### config.mk
export PLATFORM = sky130hd
export DESIGN_NAME = regfile_sb
export DESIGN_NICKNAME = d
export VERILOG_FILES = /design/src/rtl/regfile_sb.sv
export SDC_FILE = /design/constraint.sdc
export NUM_CORES = 2
export LEC_CHECK = 0
export CORE_MARGIN = 5
export CORE_UTILIZATION = 28
export CTS_BUF_LIST = sky130_fd_sc_hd__clkbuf_8
export CTS_CLUSTER_DIAMETER = 100
export CTS_CLUSTER_SIZE = 12
export DETAILED_ROUTE_END_ITERATION = 8
export GPL_TIMING_DRIVEN = 0
export PLACE_DENSITY_LB_ADDON = 0.15
export SLEW_MARGIN = 10
export SYNTH_ARGS = -nofsm -noshare
export SYNTH_HDL_FRONTEND = slang
export SYNTH_SLANG_ARGS = --single-unit
### constraint.sdc
create_clock -name clk -period 9.8 [get_ports clk]
set_input_delay 1.96 -clock clk [delete_from_list [all_inputs] [get_ports clk]]
set_output_delay 1.96 -clock clk [all_outputs]
set_load 0.02 [all_outputs]
### src/rtl/regfile_sb.sv
// regfile_sb: clocked register file with a per-register pending-write scoreboard.
// It sits between decode and execute and drives the registered ALU operands and
// the store-data path.
//
// Ports
//   clk, rst_n                  clock (rising edge) and asynchronous active-low reset
//   rd_en, rd_addr1, rd_addr2   operand capture request and source register indices
//   imm, alu_src                immediate value and operand-B select (1 = immediate)
//   op_a, op_b, store_data      registered operands; store_data is always register B
//   stall                       combinational hazard flag (a source has a pending producer)
//   iss_valid, iss_dst          issue of an instruction that will write iss_dst
//   wb_en, wb_addr, wb_data     writeback port
//   pending_cnt                 number of registers currently marked busy
module regfile_sb #(
  parameter int DATA_W   = 32,
  parameter int ADDR_W   = 5,
  parameter int ZERO_REG = 2**ADDR_W - 1,
  parameter bit BYPASS   = 1'b1
) (
  input  logic              clk,
  input  logic              rst_n,
  input  logic              rd_en,
  input  logic [ADDR_W-1:0] rd_addr1,
  input  logic [ADDR_W-1:0] rd_addr2,
  input  logic [DATA_W-1:0] imm,
  input  logic              alu_src,
  output logic [DATA_W-1:0] op_a,
  output logic [DATA_W-1:0] op_b,
  output logic [DATA_W-1:0] store_data,
  output logic              stall,
  input  logic              iss_valid,
  input  logic [ADDR_W-1:0] iss_dst,
  input  logic              wb_en,
  input  logic [ADDR_W-1:0] wb_addr,
  input  logic [DATA_W-1:0] wb_data,
  output logic [ADDR_W:0]   pending_cnt
);

  localparam int DEPTH = 2**ADDR_W;
  localparam logic [ADDR_W-1:0] ZERO_A = ADDR_W'(ZERO_REG);
  localparam logic [ADDR_W:0] CNT_ONE = (ADDR_W+1)'(1);

  logic [DATA_W-1:0] regs [DEPTH];
  logic [DEPTH-1:0]  busy;

  logic [DATA_W-1:0] src_a;
  logic [DATA_W-1:0] src_b;
  logic              fwd_a;
  logic              fwd_b;
  logic              hit_a;
  logic              hit_b;
  logic              set_fire;
  logic              clr_fire;
  logic              cnt_inc;
  logic              cnt_dec;

  // Effective read values, writeback forwarding and hazard detection.
  always_comb begin
    fwd_a = BYPASS && wb_en && (wb_addr == rd_addr1);
    fwd_b = BYPASS && wb_en && (wb_addr == rd_addr2);

    src_a = regs[rd_addr1];
    if (fwd_a) src_a = wb_data;
    if (rd_addr1 == ZERO_A) src_a = '0;

    src_b = regs[rd_addr2];
    if (fwd_b) src_b = wb_data;
    if (rd_addr2 == ZERO_A) src_b = '0;

    // A producer completing this very cycle is not a hazard when it is forwarded.
    hit_a = busy[rd_addr1] && (rd_addr1 != ZERO_A) && !fwd_a;
    hit_b = busy[rd_addr2] && (rd_addr2 != ZERO_A) && !fwd_b;

    // Register B only matters for stalling when it feeds the ALU; a busy store
    // source with alu_src=1 is resolved upstream.
    stall = rd_en && (hit_a || (hit_b && !alu_src));
  end

  // Scoreboard events for this edge, and their effect on the busy count.
  always_comb begin
    set_fire = iss_valid && !stall && (iss_dst != ZERO_A);
    clr_fire = wb_en && (wb_addr != ZERO_A);

    // The count tracks the number of set busy bits exactly: an issue to an
    // already-busy register adds nothing, a writeback to an idle register
    // removes nothing, and a same-register set+clear leaves the bit set.
    cnt_inc = set_fire && !busy[iss_dst];
    cnt_dec = clr_fire && busy[wb_addr] && !(set_fire && (iss_dst == wb_addr));
  end

  always_ff @(posedge clk or negedge rst_n) begin
    if (!rst_n) begin
      for (int i = 0; i < DEPTH; i++) regs[i] <= '0;
    end else if (clr_fire) begin
      regs[wb_addr] <= wb_data;
    end
  end

  // Clear first, then set: when both hit the same register the new producer wins.
  always_ff @(posedge clk or negedge rst_n) begin
    if (!rst_n) begin
      busy <= '0;
    end else begin
      if (clr_fire) busy[wb_addr] <= 1'b0;
      if (set_fire) busy[iss_dst] <= 1'b1;
    end
  end

  always_ff @(posedge clk or negedge rst_n) begin
    if (!rst_n) begin
      pending_cnt <= '0;
    end else if (cnt_inc && !cnt_dec) begin
      pending_cnt <= pending_cnt + CNT_ONE;
    end else if (cnt_dec && !cnt_inc) begin
      pending_cnt <= pending_cnt - CNT_ONE;
    end
  end

  always_ff @(posedge clk or negedge rst_n) begin
    if (!rst_n) begin
      op_a       <= '0;
      op_b       <= '0;
      store_data <= '0;
    end else if (rd_en && !stall) begin
      op_a       <= src_a;
      op_b       <= alu_src ? imm : src_b;
      store_data <= src_b;
    end
  end

endmodule
==> metrics.md <==
| Metric | Value |
|---|---|
| Cells after Synth | approximately 4200 |
| Final worst hold slack | 483 ps |
| Gate power share | 0.291 |
| Crit Path Max Fanout | 10 |
| I/O pin cnt | between 150 and 200 |
| Commonest cells after routing, fill and taps aside | dfrtp_1 (1158), mux2_2 (1029), mux4_2 (534), clkbuf_1 (243), clkdlybuf4s50_1 (179) |
| Number of flops mapped to enable cells by yosys | 0 |
| Routed len/inst | 40.6 um |
| DRT Wirelength | 301000 um |
| Clock Skews | around 74 ps |
| Final TNS setup | 0 ps |
| Final non-filler cell area | 0.0689 sq mm |
| Int Power | roughly 8.8 mW |
| Flops & latches, synth | 1158 |
| Post-layout min period | between 7000 and 8000 ps |
| Peak Freq | about 130 MHz |
| DR vias/cell | between 5 and 6 |
| Max_cap viols | 0 |
| Fraction of layout cells with a size suffix above 1 | 0.422 |
| Slew Limit Fails | 0 |
| Initial core utilization | 0.282 |
| Area grow syn2layout | 12.4% |
| RSZ-0062 raised after global routing | no |
| Proportion of synthesized flip-flops having asynchronous set or reset | 1.00 |
| Sequential power share | 0.493 |
| Final period util | 0.788 |
| Post-CTS resize count | 0 |
| Hold Buf Count CTS | 0 |
| Syn_nets | approximately 4300 |
| Clk_lat worst skew | 940 ps |
| Reg2reg start | busy[18] |
| GPL Wtd Cong | 0.887 |
| Clk sinks | roughly 1200 |
| ANT nets after route | 0 |
| Rel. slew slack | 0.0403 |
| Vias in the first global route | roughly 44000 |
| Row count | ~170 |
| Netlist cell types | 60 |
| Critical path endpoint category | output port |
| Critical path class | in -> out |
| Clock buffer depth | 3 |
| Post-Syn Area per Cell | about 14 sq um |
| Peak supply drop | around 110 uV |
| Cell Area, Placed | just under 0.07 sq mm |
| Post-synthesis adder-cell area fraction | 0.00135 |
| Tightest Pin Transition | 1440 ps |
| Die area | about 0.23 sq mm |
| Critical Path Start Type | primary input |
| Worst setup path start | rd_addr2[1] |
| Simple-Gate Fraction of Synth Area | 0.0306 |
| DP Wirelength | 210000 um |
| CTS H-tree depth | 3 |
| DR pass1 iterations | 7 |
| Main flop type after synthesis | dfrtp_1 |
| Clock-pin slew on the worst setup and hold paths | ~80 ps |
| Pleak | roughly 29 nW |
| Die W | between 400 and 500 um |
| Power Dens Cells | between 150 and 200 mW/mm^2 |
| Reg2reg path depth | 17 |
| Clock Power Share | 0.217 |
| Status | finished, final reports clean |
| Iteration-0 DRC Markers | 4708 |
| Final #Nets | about 4600 |
| I/O Buffers | 180 |
| CTS Buf Count | between 100 and 150 |
| HP Class | reg -> reg |
| Crit path DAT | around 5800 ps |
| Synthesized cell area | about 0.06 sq mm |
| Final Hold Vio Count | 0 |
| FILL cells | roughly 22000 |
| DIE HEIGHT | 478 um |
| First-pass GRT wire length | 405000 um |
| Sequential element share of the synthesized area | 0.473 |
| Drc violations | 0 |
| Critical path required time | about 8000 ps |
| # setup viols final | 0 |
| Pin count of the biggest net entering global routing | 144 |
| Via count | between 40000 and 50000 |
| Hold Path Stages | 1 |
| Total track usage | 0.258 |
| Synth Area in Compound Gates | 0.0532 |
| GR Overflow Total | 0 |
| Largest family of logic cells by synthesized area | multiplexers |
| Hold Path Origin | regs[14] |
| Post-synthesis mux area share | 0.405 |
| Post-CTS setup buffers | 0 |
| Synth Warn # | 0 |
| Initial antenna violation count | 16 |
| Synth Area in XOR/XNOR | 0.00300 |
| Sw Share | 0.337 |
| Root buffer cell | clkbuf_8 |
| Core area | roughly 0.22 sq mm |
| CTS tree | yes |
| NetSw | roughly 4.5 mW |
| Commonest non-fill, non-tap cell in the layout | dfrtp_1 |
## synthesized netlist by cell type (3+ instances only)
master	number	area share
xor2_1	14	0.0020
o22ai_1	59	0.0060
a21oi_1	90	0.0074
ha_1	5	0.0010
nand2b_1	10	0.0010
or2_2	6	0.00061
dfrtp_1	1158	0.47
nand4_1	5	0.00051
nor2b_1	79	0.0081
nand3_1	12	0.00098
nor3_1	4	0.00033
buf_2	101	0.0082
mux2_2	1029	0.19
mux4_2	534	0.20
a22o_1	8	0.0011
o31ai_1	32	0.0039
o2111ai_1	4	0.00057
nand2_1	173	0.011
nor4_1	4	0.00041
a32oi_1	32	0.0046
mux2i_1	119	0.019
buf_4	16	0.0020
and2_1	10	0.0010
a32o_1	15	0.0025
buf_6	7	0.0013
a221oi_1	18	0.0026
a211oi_1	70	0.0086
nor3b_1	3	0.00037
o41ai_1	15	0.0021
xnor2_1	7	0.0010
clkbuf_1	308	0.019
inv_1	18	0.0011
nor2_1	64	0.0039
buf_1	42	0.0026
a21o_1	4	0.00049
nand3b_1	5	0.00061
a22oi_1	38	0.0047
o21ai_0	84	0.0069
## cell families (layout without fill, tap and decap cells)
logic type,after synthesis,count (layout)
other,0,11
AO/OA/AOI/OAI,480,480
adder cells (fa/ha/maj),6,6
flip-flops,1158,1158
AND/OR/NAND/NOR,390,390
multiplexers,1682,1682
XOR/XNOR,21,21
buffers and inverters,495,818
## power groups by stage
stage          clock network [mW]  registers, mW  logic, mW
2_1_floorplan                   0           6.49       2.26
3_3_place_gp                    0           6.60       3.77
3_5_place_dp                    0           6.58       3.84
4_1_cts                      2.95           6.49       3.85
5_1_grt                      3.08           6.63       4.07
6_report                     2.87           6.52       3.85
## metal layers
metal  track usage  part of all wire  routed length (um)  vias to the layer above
met5      0.000420           0.00013                  40                        -
met4         0.116             0.052               15700                        6
met3        0.0656             0.083               25200                      508
met2         0.389              0.44              132000                     2097
met1         0.350              0.43              128000                    24000
li1              -                 -                   -                    16800
## final cells by class
cell class	instances	area, sq um	area share
flip-flops and latches	1158	29000	0.421
well taps	2854	3570	0.0518
multi-input cells	2579	30200	0.439
clock buffers	109	1500	0.0218
plain buffers	474	2100	0.0305
repair buffers	204	2310	0.0336
inverters	21	78.8	0.00114
clock inverters	10	93.8	0.00136
diodes	11	27.5	0.000399
## worst paths after layout
path / slack [ps] / end
setup / recovery: 2080 / stall
hold / removal: 480 / regs[14]
setup reg to reg: 5580 / pending_cnt[5]
hold reg to reg: 480 / regs[14]
max in group asynchronous: 6090 / regs[112]
min in group asynchronous: 920 / store_data[25]
## worst max-delay path, cell delays in order
cell             delay [ps]
clkdlybuf4s50_1         680
buf_6                   320
clkinv_1                970
mux2i_1                 640
a32oi_2                 160
a21bo_4                 280
inv_2                   110
clkdlybuf4s50_1         620
## through the flow
step / utilization / worst slack (ps) / cells / power [mW]
after floorplan: - / 4320 / 4232 / 8.75
after global placement: 0.307 / -50700 / 7266 / 10.4
after detailed placement: 0.309 / 2070 / 7289 / 10.4
after CTS: 0.317 / 2070 / 7408 / 13.3
after global routing: 0.317 / 2010 / 7410 / 13.8
final: 0.317 / 2080 / 7420 / 13.2
## flip-flops by register name, summed over array words and instances (netlist names)
| name | flops |
|---|---|
| regs | 1024 |
| pending_cnt | 6 |
| op_a | 32 |
| busy | 32 |
| store_data | 32 |
| op_b | 32 |
No activity file was read; power rests on OpenSTA's default activity.
